--- src/rtl/game_pkg.sv ---
// Shared types and constants for the Connect-Four game controller.
package game_pkg;

    localparam int DEF_COLS     = 7;
    localparam int DEF_ROWS     = 6;
    localparam int DEF_NPLAYERS = 2;

    typedef enum logic [2:0] {
        CLEAR        = 3'd0,
        WAIT_INPUT   = 3'd1,
        CHECK_INPUT  = 3'd2,
        VALIDATE     = 3'd3,
        UPDATE_GAME  = 3'd4,
        CHECK_WINNER = 3'd5,
        END_GAME     = 3'd6
    } state_t;

    // Bits needed to hold a counter ranging over 0..max_val.
    function automatic int cnt_width(input int max_val);
        return (max_val < 2) ? 1 : $clog2(max_val + 1);
    endfunction

endpackage

--- src/rtl/play_edge_detect.sv ---
// Turns the synchronised active-low play key into a one-cycle press event.
module play_edge_detect (
    input  logic clk,
    input  logic reset,
    input  logic play_n,
    output logic press
);

    logic play_reg;

    // Idle-high reset value so a key already held at reset is not a press.
    always_ff @(posedge clk or negedge reset) begin
        if (!reset) begin
            play_reg <= 1'b1;
            press    <= 1'b0;
        end else begin
            play_reg <= play_n;
            press    <= play_reg & ~play_n;
        end
    end

endmodule

--- src/rtl/game_ctrl_fsm.sv ---
// Connect-Four turn sequencer: board clear, move capture/validate/write, win/draw tracking.
module game_ctrl_fsm
    import game_pkg::*;
#(
    parameter int COLS     = DEF_COLS,
    parameter int ROWS     = DEF_ROWS,
    parameter int NPLAYERS = DEF_NPLAYERS,
    parameter int ADDR_W   = 3,
    parameter int PW       = 1
) (
    input  logic                 clk,
    input  logic                 reset,
    input  logic                 play_n,
    input  logic                 valid_input,
    input  logic [ADDR_W-1:0]    decoder_addr,
    input  logic                 write_to_board,
    input  logic [ROWS-1:0]      validator_write_onoff,
    input  logic [ROWS*PW-1:0]   validator_write_player,
    input  logic                 logic_done,
    input  logic                 logic_result,
    output logic [PW-1:0]        cur_player,
    output logic                 game_finished,
    output logic [PW-1:0]        winner,
    output logic                 draw,
    output logic                 move_rejected,
    output logic                 logic_go,
    output logic                 logic_reset,
    output logic                 onoff_write,
    output logic                 player_write,
    output logic [ADDR_W-1:0]    mem_address,
    output logic [ROWS-1:0]      write_to_onoff,
    output logic [ROWS*PW-1:0]   write_to_player
);

    localparam int CELLS = COLS * ROWS;
    localparam int MCW   = cnt_width(CELLS);

    state_t              state_reg, state_next;
    logic [ADDR_W-1:0]   clear_idx_reg, clear_idx_next;
    logic [ADDR_W-1:0]   addr_q_reg, addr_q_next;
    logic [MCW-1:0]      move_cnt_reg, move_cnt_next;
    logic                press;

    logic [PW-1:0]       cur_player_next, winner_next;
    logic                game_finished_next, draw_next;
    logic                move_rejected_next, logic_go_next, logic_reset_next;
    logic                onoff_write_next, player_write_next;
    logic [ADDR_W-1:0]   mem_address_next;
    logic [ROWS-1:0]     write_to_onoff_next;
    logic [ROWS*PW-1:0]  write_to_player_next;

    play_edge_detect u_edge (
        .clk    (clk),
        .reset  (reset),
        .play_n (play_n),
        .press  (press)
    );

    always_comb begin
        state_next           = state_reg;
        clear_idx_next       = clear_idx_reg;
        addr_q_next          = addr_q_reg;
        move_cnt_next        = move_cnt_reg;
        cur_player_next      = cur_player;
        winner_next          = winner;
        game_finished_next   = game_finished;
        draw_next            = draw;
        move_rejected_next   = 1'b0;
        logic_go_next        = 1'b0;
        logic_reset_next     = 1'b0;
        onoff_write_next     = 1'b0;
        player_write_next    = 1'b0;
        mem_address_next     = mem_address;
        write_to_onoff_next  = '0;
        write_to_player_next = '0;

        case (state_reg)
            CLEAR: begin
                mem_address_next   = clear_idx_reg;
                onoff_write_next   = 1'b1;
                player_write_next  = 1'b1;
                logic_reset_next   = 1'b1;
                cur_player_next    = '0;
                move_cnt_next      = '0;
                winner_next        = '0;
                draw_next          = 1'b0;
                game_finished_next = 1'b0;
                if (clear_idx_reg == ADDR_W'(COLS - 1)) begin
                    clear_idx_next = '0;
                    state_next     = WAIT_INPUT;
                end else begin
                    clear_idx_next = clear_idx_reg + 1'b1;
                end
            end
            WAIT_INPUT: begin
                if (press && valid_input) begin
                    addr_q_next = decoder_addr;
                    state_next  = CHECK_INPUT;
                end
            end
            CHECK_INPUT: begin
                // The memory needs one cycle to present the addressed column.
                mem_address_next = addr_q_reg;
                state_next       = VALIDATE;
            end
            VALIDATE: begin
                mem_address_next = addr_q_reg;
                if (write_to_board) begin
                    state_next = UPDATE_GAME;
                end else begin
                    move_rejected_next = 1'b1;
                    state_next         = WAIT_INPUT;
                end
            end
            UPDATE_GAME: begin
                mem_address_next     = addr_q_reg;
                onoff_write_next     = 1'b1;
                player_write_next    = 1'b1;
                write_to_onoff_next  = validator_write_onoff;
                write_to_player_next = validator_write_player;
                logic_go_next        = 1'b1;
                move_cnt_next        = move_cnt_reg + 1'b1;
                state_next           = CHECK_WINNER;
            end
            CHECK_WINNER: begin
                if (logic_done) begin
                    // A win on the last free cell takes priority over a draw.
                    if (logic_result) begin
                        winner_next        = cur_player;
                        game_finished_next = 1'b1;
                        state_next         = END_GAME;
                    end else if (move_cnt_reg == MCW'(CELLS)) begin
                        draw_next          = 1'b1;
                        game_finished_next = 1'b1;
                        state_next         = END_GAME;
                    end else begin
                        cur_player_next = (cur_player == PW'(NPLAYERS - 1)) ? '0
                                                                            : cur_player + 1'b1;
                        state_next      = WAIT_INPUT;
                    end
                end
            end
            END_GAME: begin
                if (press) begin
                    state_next = CLEAR;
                end
            end
            default: begin
                clear_idx_next = '0;
                state_next     = CLEAR;
            end
        endcase
    end

    always_ff @(posedge clk or negedge reset) begin
        if (!reset) begin
            state_reg       <= CLEAR;
            clear_idx_reg   <= '0;
            addr_q_reg      <= '0;
            move_cnt_reg    <= '0;
            cur_player      <= '0;
            winner          <= '0;
            game_finished   <= 1'b0;
            draw            <= 1'b0;
            move_rejected   <= 1'b0;
            logic_go        <= 1'b0;
            logic_reset     <= 1'b0;
            onoff_write     <= 1'b0;
            player_write    <= 1'b0;
            mem_address     <= '0;
            write_to_onoff  <= '0;
            write_to_player <= '0;
        end else begin
            state_reg       <= state_next;
            clear_idx_reg   <= clear_idx_next;
            addr_q_reg      <= addr_q_next;
            move_cnt_reg    <= move_cnt_next;
            cur_player      <= cur_player_next;
            winner          <= winner_next;
            game_finished   <= game_finished_next;
            draw            <= draw_next;
            move_rejected   <= move_rejected_next;
            logic_go        <= logic_go_next;
            logic_reset     <= logic_reset_next;
            onoff_write     <= onoff_write_next;
            player_write    <= player_write_next;
            mem_address     <= mem_address_next;
            write_to_onoff  <= write_to_onoff_next;
            write_to_player <= write_to_player_next;
        end
    end

endmodule

--- config.mk ---
export PLATFORM = sky130hd
export DESIGN_NAME = game_ctrl_fsm
export DESIGN_NICKNAME = d
export VERILOG_FILES = /design/src/rtl/game_pkg.sv /design/src/rtl/play_edge_detect.sv /design/src/rtl/game_ctrl_fsm.sv
export SDC_FILE = /design/constraint.sdc
export NUM_CORES = 1
export LEC_CHECK = 0
export CAP_MARGIN = 20
export CORE_ASPECT_RATIO = 0.7
export CORE_UTILIZATION = 50
export CTS_CLUSTER_DIAMETER = 120
export DETAILED_ROUTE_END_ITERATION = 8
export HOLD_SLACK_MARGIN = 0.02
export PLACE_DENSITY_LB_ADDON = 0.3
export SLEW_MARGIN = 25
export SYNTH_ARGS = -nofsm -noshare
export SYNTH_HDL_FRONTEND = slang
export SYNTH_SLANG_ARGS = --single-unit
--- constraint.sdc ---
create_clock -name clk -period 3.7 [get_ports clk]
set_input_delay 0.74 -clock clk [delete_from_list [all_inputs] [get_ports clk]]
set_output_delay 0.74 -clock clk [all_outputs]
set_load 0.1 [all_outputs]
-- After elaboration in Yosys (flattened, before gate mapping)
Index checks and enable logic that the tools add are counted.
- $add $sub $neg: 3
- equality and inequality tests: 17
- multiplexer cells: 34
- bitwise operators: 2
- reductions and logical operators: 14
- operator list (cell ; count):
    $mux W3 ; 8
    $pmux W3 S7 ; 1
    $mux W1 ; 16
    $ne A2 B2 Y1 const B ; 7
    $eq A3 B3 Y1 const B ; 4
    $mux W6 ; 2
    $pmux W3 S2 ; 2
    $pmux W6 S2 ; 1
    $reduce_and A4 Y1 ; 3
    $pmux W1 S2 ; 4
    $add A6 B1 Y6 const B ; 1
    $eq A3 B2 Y1 const B ; 2
    $eq A6 B6 Y1 const B ; 1
    $reduce_and A3 Y1 ; 2
    $reduce_bool A2 Y1 ; 3
    $reduce_or A6 Y1 ; 1
    $add A3 B1 Y3 const B ; 1
    $eq A3 B1 Y1 const B ; 1
    $logic_not A3 Y1 ; 1
    $ne A3 B3 Y1 const B ; 1
    $reduce_or A3 Y1 ; 1
    $ne A2 B1 Y1 const B ; 1
    $reduce_and A2 Y1 ; 1
    $reduce_or A2 Y1 ; 1
    4 further kinds ; 4
- bits in registers: 40
- input port bits: 22

-- Depth between registers and ports, before layout
- depth after elaboration: 6
- gate-level depth with buffers: 9

-- Hierarchy
From an unflattened synthesis, not the netlist that was laid out.
- cells, all modules: 170
- area total of the unflattened synthesis: 1811.7 um^2
- modules (own cells, without submodules) (module ; times used ; cells each ; area an instance (um^2)):
    game_ctrl_fsm ; 1 ; 167 ; 1746.7
    play_edge_detect ; 1 ; 3 ; 65.1

-- Worst setup path after synthesis
OpenSTA, ideal clock, no wires.
- path kind: register -> output
- start point: reg player_write
- end point: out player_write
- arrival: 1.324 ns
- slack: 1.636 ns
- cell stages (with the launch flop): 2
- cells stage by stage: dfrtp_1 buf_4
- RTL lines (element ; line ; RTL):
    start: declaration ; game_ctrl_fsm.sv:29 ; output logic player_write,
    start signal: assignment ; game_ctrl_fsm.sv:186 ; player_write <= player_write_next;
No word-level cell between the ends.

-- Worst setup path after layout
- start point: reg cur_player
- end point: out cur_player
- RTL lines (element ; line ; RTL):
    start: declaration ; game_ctrl_fsm.sv:21 ; output logic [PW-1:0] cur_player,
    start signal: assignment ; game_ctrl_fsm.sv:178 ; cur_player <= cur_player_next;
No word-level cell between the ends.

==> summary.md <==
| Metric | Value |
|---|---|
| Outcome | finished clean |
| Post-synthesis sequential element count | 40 |
| Hold wc startpoint | game_finished |
| Final Util | 70.8% |
| Worst endpoint required time | 2960 ps |
| CP delay by family, top | buffers and inverters |
| Tightest Pin Transition | 989 ps |
| Final setup violation count | 0 |
| Buf+Inv Stages, Crit Path | 1 |
| Met2 wire len | 1.66 mm |
| Fin. Hold Viols | 0 |
| Slew HR | 33.8% |
| RSZ-0062 raised after global routing | false |
| Root Driver | clkbuf_8 |
| Pwr/cell area | 826 nW/um2 |
| Static Leak | 1.05 nW |
| Post-synth top flop | dfrtp_1 |
| Cells along the critical path | clkdlybuf4s50_1 |
| Synth async-reset ratio | 100% |
| Syn. warnings | 0 |
| Place WS | 1390 ps |
| Final GP Congestion | 0.858 |
| Final HPWL from detailed placement | 2.57 mm |
| WL final | 3.80 mm |
| CTS buffer count | 5 |
| Hold_ws | 499 ps |
| Average wire per standard cell | 14.7 um |
| End of the worst hold path | game_finished |
| Slowest-stage cell, CP | clkdlybuf4s50_1 |
| Worst setup EP type | primary output |
| Crit start category | flip-flop |
| Post-CTS Setup Inserts | 0 |
| Crit path time final | 2570 ps |
| Clock Latency Late Sink | 290 ps |
| Via-to-Cell Ratio | 5.29 |
| Post-Syn Instances | 169 |
| Core ar. | 3300 um2 |
| Crit path largest cell delay | 1150 ps |
| Crit-path max FO | 4 |
| Clock buffer depth | 2 |
| Starting Density | 55.0% |
| Nets@finish | 235 |
| Syn_nets | 193 |
| Final Cycle Share | 69.3% |
| Terminus of the critical flop-to-flop path | winner |
| R2R depth | 7 |
| H-tree levels | 2 |
| Port Buf Inserts | 45 |
| Clock transition at path regs | 70 ps |
| CTS tree | built |
| Grt ovf | 0 |
| Initial DRC count | 159 |
| Ratio of cells with drive above 1 in the final layout | 10.4% |
| Setup ws final | 1130 ps |
| Reg2Reg Launch Point | state_reg[1] |
| Vias | 1371 |
| Hold crit path type | flip-flop to flip-flop |
| Die width | 74.0 um |
| Setup tns final | 0 ps |
| Area grow syn2layout | 28.7% |
| Crit Path Category | flip-flop to primary output |
| Arrival time worst endpoint | 1830 ps |
| Tot GR Track Use | 22.8% |
| Cts repair resizes | 0 |
| R2R setup slack | 1660 ps |
| Commonest non-fill, non-tap cell in the layout | clkdlybuf4s50_1 |
| Most frequent cells in the layout | clkdlybuf4s50_1, dfrtp_1, nand2_1, o21ai_0, and3_1 |
| DIE AREA | 3870 um2 |
| Final setup skew | 4.94 ps |
| Antenna viol nets, final | 0 |
| Pin count of the biggest net entering global routing | 41 |
| Hold Path Depth | 2 |
| # clock sinks | 40 |
| Num rows | 17 |
| IO Count | 46 |
| Post-synth EDFFs | 0 |
| DRC | 0 |
| M1 wire length | 1.89 mm |
| Syn Std Cell Area | 1810 um2 |
| Initial antenna violation count | 0 |
| Syn_area_per_cell | 10.7 um2 |
| Top Metal Used | met4 |
| Seq/Total Area, Yosys | 55.3% |
| N_diodes | 0 |
| Number of fill cells | 249 |
| Max VDD drop | 0.500 mV |
| Vias in the first global route | 1340 |
| First-pass GRT wire length | 6.37 mm |
| Routed wl met3 | 198 um |
| Fmax | 390 MHz |
| CTS Hold Buffers Added | 0 |
| First drt pass iteration count | 4 |
| Max cap viols | 0 |
| Synth unique cells | 42 |
| Max-slew violations | 0 |
| Die Ht | 52.4 um |
[through the flow]
stage	cells	cell area (um2)	total power, mW
floorplan	169	1810	1.47
global placement	251	2250	1.62
detailed placement	251	2250	1.65
CTS	259	2330	1.94
global route	259	2330	2.04
finish	259	2330	1.93
[worst max-delay path by stage]
| stage | from | to | cells after the start |
|---|---|---|---|
| floorplan | player_write | player_write | 1 |
| global placement | cur_player | cur_player | 1 |
| detailed placement | valid_input | addr_q_reg[0] | 4 |
| CTS | cur_player | cur_player | 1 |
| global route | mem_address[1] | mem_address[1] | 1 |
| finish | cur_player | cur_player | 1 |
[report_power, final]
part / switching (mW) / internal (mW) / leakage, nW
logic: 0.674 / 0.289 / 0.478
clock network: 0.143 / 0.132 / 0.0422
registers: 0.150 / 0.540 / 0.530
total: 0.967 / 0.961 / 1.05
[final cells by class]
type	instances	area (um2)	area share (%)
multi-input combinational	112	711	30.5
tap	47	58.8	2.52
clock inverter	1	5.00	0.214
inverter	7	33.8	1.45
timing repair buffer	45	445	19.1
sequential	40	1000	43.0
clock buffer	7	76.3	3.27
[cells by family (layout without fill, tap and decap cells)]
logic type	Yosys count	after routing	share of synthesized area (%)
AND/OR/NAND/NOR	59	59	17.5
AO/OA/AOI/OAI	40	40	13.8
flip-flops	40	40	55.3
buffers and inverters	17	60	5.52
multiplexers	11	11	6.49
adder cells (fa/ha/maj)	2	2	1.38
[cell usage after synthesis (2+ instances only)]
library cell  number  area [um2]
nand2_1           17        63.8
o21ai_0           14        70.1
nor2b_1            3        18.8
nor2_1            11        41.3
o31ai_1            3        22.5
buf_6              3        33.8
a21oi_1            9        45.0
nand3_1            3        15.0
mux2i_1            5        50.1
clkbuf_1           4        15.0
inv_1              5        18.8
a32o_1             3        30.0
nand2_4            2        22.5
dfrtp_1           39         976
buf_2              2        10.0
ha_1               2        25.0
mux2_2             6        67.6
and3_1            12        75.1
a31oi_1            3        18.8
[per-layer routing]
metal,up-vias,track usage [%]
li1,672,-
met2,40,33.0
met4,0,9.94
met5,-,0
met1,654,32.4
met3,5,5.58
Power figures use the tool's default switching activity.
